===== src/rtl/nibble_serial_adder.sv =====
// Wide-operand adder that reuses one external 4-bit ripple-carry adder,
// feeding it one nibble per cycle LSB-first and chaining the carry in a register.
module nibble_serial_adder #(
   parameter int WIDTH = 16
) (
   input  logic             clk,
   input  logic             rst_n,
   input  logic             in_valid,
   output logic             in_ready,
   input  logic [WIDTH-1:0] in_a,
   input  logic [WIDTH-1:0] in_b,
   input  logic             in_cin,
   output logic [3:0]       rca_A,
   output logic [3:0]       rca_B,
   output logic             rca_Cin,
   input  logic [3:0]       rca_Sum,
   input  logic             rca_Cout,
   output logic             out_valid,
   input  logic             out_ready,
   output logic [WIDTH-1:0] out_sum,
   output logic             out_cout,
   output logic             busy
);

   localparam int NIBBLES = WIDTH / 4;
   localparam int IW      = (NIBBLES > 1) ? $clog2(NIBBLES) : 1;
   localparam logic [IW-1:0] LAST_IDX = IW'(NIBBLES - 1);

   typedef enum logic [1:0] {
      IDLE = 2'd0,
      RUN  = 2'd1,
      DONE = 2'd2
   } state_t;

   state_t           state;
   logic [WIDTH-1:0] a_reg;
   logic [WIDTH-1:0] b_reg;
   logic [WIDTH-1:0] sum_reg;
   logic             carry;
   logic [IW-1:0]    idx;
   logic             valid_q;
   logic             busy_q;
   logic             ready_q;

   always_ff @(posedge clk or negedge rst_n) begin
      if (!rst_n) begin
         state   <= IDLE;
         a_reg   <= '0;
         b_reg   <= '0;
         sum_reg <= '0;
         carry   <= 1'b0;
         idx     <= '0;
         valid_q <= 1'b0;
         busy_q  <= 1'b0;
         ready_q <= 1'b1;
      end else begin
         case (state)
            IDLE: begin
               if (in_valid) begin
                  a_reg   <= in_a;
                  b_reg   <= in_b;
                  carry   <= in_cin;
                  idx     <= '0;
                  sum_reg <= '0;
                  state   <= RUN;
                  ready_q <= 1'b0;
                  busy_q  <= 1'b1;
               end
            end
            RUN: begin
               // The adder result for the current nibble is folded in on every RUN edge.
               sum_reg[idx*4 +: 4] <= rca_Sum;
               carry               <= rca_Cout;
               if (idx == LAST_IDX) begin
                  idx     <= '0;
                  state   <= DONE;
                  valid_q <= 1'b1;
               end else begin
                  idx <= idx + 1'b1;
               end
            end
            DONE: begin
               if (out_ready) begin
                  state   <= IDLE;
                  valid_q <= 1'b0;
                  busy_q  <= 1'b0;
                  ready_q <= 1'b1;
               end
            end
            default: begin
               state   <= IDLE;
               valid_q <= 1'b0;
               busy_q  <= 1'b0;
               ready_q <= 1'b1;
            end
         endcase
      end
   end

   // Adder inputs come only from registers and are parked at zero outside RUN.
   assign rca_A   = (state == RUN) ? a_reg[idx*4 +: 4] : 4'h0;
   assign rca_B   = (state == RUN) ? b_reg[idx*4 +: 4] : 4'h0;
   assign rca_Cin = (state == RUN) ? carry : 1'b0;

   assign in_ready  = ready_q;
   assign busy      = busy_q;
   assign out_valid = valid_q;
   assign out_sum   = valid_q ? sum_reg : '0;
   assign out_cout  = valid_q & carry;

endmodule


===== config.mk =====
export PLATFORM = sky130hd
export DESIGN_NAME = nibble_serial_adder
export DESIGN_NICKNAME = d
export VERILOG_FILES = /design/src/rtl/nibble_serial_adder.sv
export SDC_FILE = /design/constraint.sdc
export NUM_CORES = 1
export LEC_CHECK = 0
export BUFFER_PORTS_ARGS = -buffer_cell sky130_fd_sc_hd__buf_2
export CORE_MARGIN = 2
export CORE_UTILIZATION = 59
export CTS_BUF_LIST = sky130_fd_sc_hd__clkbuf_2
export DETAILED_ROUTE_END_ITERATION = 8
export PLACE_DENSITY = 0.88
export SLEW_MARGIN = 25
export SYNTH_ARGS = -nofsm -noshare
export SYNTH_HDL_FRONTEND = slang
export SYNTH_SLANG_ARGS = --single-unit

===== constraint.sdc =====
create_clock -name clk -period 3.3 [get_ports clk]
set_input_delay 0.495 -clock clk [delete_from_list [all_inputs] [get_ports clk]]
set_output_delay 0.495 -clock clk [all_outputs]
set_load 0.01 [all_outputs]

==> metrics <==
NumNets Final=381; Total Wirelength=approximately 5.7 mm; unrepaired setup endpoints after global routing=false; crit path max-delay cell type=dfrtp_1; status=completed; CTS-repair resized insts=0; Worst-Margin Slew=between 0.8 and 0.9 ns; most common cell after layout, fill and taps aside=nand2_1; gr usage total=around a quarter; Post-CTS Setup Repair Bufs=0; initial antenna violation count=0; Cell Chain, Critical Path=mux4_2 > and2_1 > buf_2; fmax=approximately 360 MHz; CTS Hold Bufs=0; Crit Path Class=reg -> out; largest net degree at the start of global routing=35; Critical Path Max Stage Delay=0.98 ns; Num Clock Sinks=56; antenna cells=0; Crit path required time=between 2 and 3 ns; CP Capture Type=output pin; main area contributors after synthesis=dfrtp_1 (50%), nand2_1 (14%), mux4_2 (6.5%), and2_1 (5.4%), a22o_1 (4.8%); CTS buffer count=5; Post-route DRC=0; CP Max Fanout=16; post-synthesis instance total=265; count of synthesis-stage warnings from yosys=0; most frequent cells in the layout=nand2_1 (102), buf_2 (70), dfrtp_1 (55); Placeable Area=between 0.004 and 0.005 mm2; H-tree depth=2; Clock Tree Root=clkbuf_2; IO Count=71; clk buf depth=2; Hold WC Path Type=in -> async; leakage power=about 1.7 nW; synthesized area=~0.0028 mm2; Die Y=between 70 and 80 um; Yosys top cell area share=approximately half; GRT overflow=0; Setup-failing EPs final=0; Die X=72.3 um; Via-to-Cell Ratio=between 5 and 6; Clock Pin Slew Worst Setup and Hold Paths=between 0.2 and 0.3 ns; register area share after synthesis=between 50% and 60%; Max-Cap Viols=0; Port Buffers=70; layout cells sized above 1=between 20 and 30%; power per cell area=just under 900 mW/mm2; routed len/inst=~15 um; CTS tree=built; area delta synth->final=14.5%; Slew Limit Fails=0; vias in the first global route=approximately 2100; Hold Vio Cnt, Final=0; DRT antenna net count=0; Tcrit/Tclk final=between 80% and 90%; vias=between 2000 and 2500; overall power=approximately 2.8 mW; Routability Congestion=around 0.84; Worst Path Arrival=2.32 ns; DR iter-0 viols=approximately 170; Slew headroom=between 40% and 50%; first-pass detailed-route iteration total=4; post-synthesis register bit count=56; Starting Density=62.4%; Setup TNS=0 ns; Final Skew=0.00518 ns; post-layout minimum cycle time=2.82 ns; Mapped Avg Cell Area=slightly above 10 um2; full die area=0.00523 mm2; hold slack=about 0.047 ns; first-pass GRT wire length=approximately 10 mm; DP Wirelength=approximately 4.2 mm; crit start category=register; VDD IR max=between 0.5 and 0.6 mV; Rows=24; Synth area leader=dfrtp_1; Distinct cells, synth=30; syn_nets=~310; worst-skew pair later-pin latency=roughly 0.43 ns
## cell usage after synthesis
| master | number |
|---|---|
| or3b_1 | 1 |
| dfstp_2 | 1 |
| a22o_1 | 15 |
| o21ai_0 | 2 |
| nand2b_1 | 2 |
| and2_1 | 24 |
| dfrtp_1 | 55 |
| buf_6 | 8 |
| nor4_2 | 1 |
| nand3_1 | 1 |
| nor4b_4 | 2 |
| o31ai_1 | 3 |
| o22ai_1 | 1 |
| a32o_1 | 1 |
| mux4_2 | 8 |
| nand3b_4 | 1 |
| buf_2 | 2 |
| a21oi_1 | 2 |
| inv_1 | 8 |
| nor2b_1 | 2 |
| nor3b_4 | 1 |
| clkbuf_1 | 3 |
| ha_1 | 6 |
| nor4_4 | 1 |
| o22a_1 | 1 |
| a22oi_1 | 1 |
| nand2_1 | 102 |
| o32ai_1 | 1 |
| a21o_1 | 4 |
| nor2_1 | 5 |
## critical path, delay by kind of cell, from the launching register on
family	cells	cell delay [ns]
DFF	1	0.98
muxes	1	0.61
and+or+nand+nor	1	0.18
buffers and inverters	1	0.13
## area by class of cell
type	instances	area [um2]
Fill cell	346	1260
Clock buffer	6	30.0
Multi-Input combinational cell	188	1210
Sequential cell	56	1400
Clock inverter	2	35.0
Timing Repair Buffer	74	380
Tap cell	52	65.1
Inverter	8	30.0
## worst paths after layout
check	start	slack, ns	to	depth (start not counted)
worst min-delay path	rst_n	0.05	sum_reg[14]	1
worst min register to register	a_reg[8]	0.51	a_reg[8]	2
worst max-delay path	idx[0]	0.48	rca_B[2]	3
max in group asynchronous	rst_n	2.42	in_ready	2
min in group clk	in_a[8]	0.22	a_reg[8]	3
worst max register to register	idx[0]	0.78	sum_reg[8]	5
## cell families after synthesis
logic type | share of synthesized area [%]
adder cells (fa/ha/maj) | 2.72
multiplexers | 6.54
AND/OR/NAND/NOR | 25.8
flip-flops | 50.9
buffers and inverters | 5.13
AO/OA/AOI/OAI | 8.90
## per-stage QoR
step	std cells	utilization, %	setup slack (ns)	instance area (um2)
floorplan	265	-	1.45	2760
CTS	386	71.5	0.433	3150
detailed placement	378	70.0	0.800	3090
finish	386	71.5	0.483	3150
global placement	378	70.0	0.895	3090
global route	386	71.5	0.348	3150
## routing by layer
layer  GRT usage [%]  part of all wire (%)  vias up
met3            4.72                   5.2        4
met5               0                     0        -
met1            31.9                    44     1003
li1                -                     -     1014
met2            42.7                    50       76
met4            5.87                  0.72        0
## power by group
group / switching [mW] / internal (mW) / total, mW
Sequential: 0.281 / 0.965 / 1.25
Combinational: 0.641 / 0.603 / 1.24
Clock: 0.204 / 0.130 / 0.334
No activity file was read; power rests on OpenSTA's default activity.
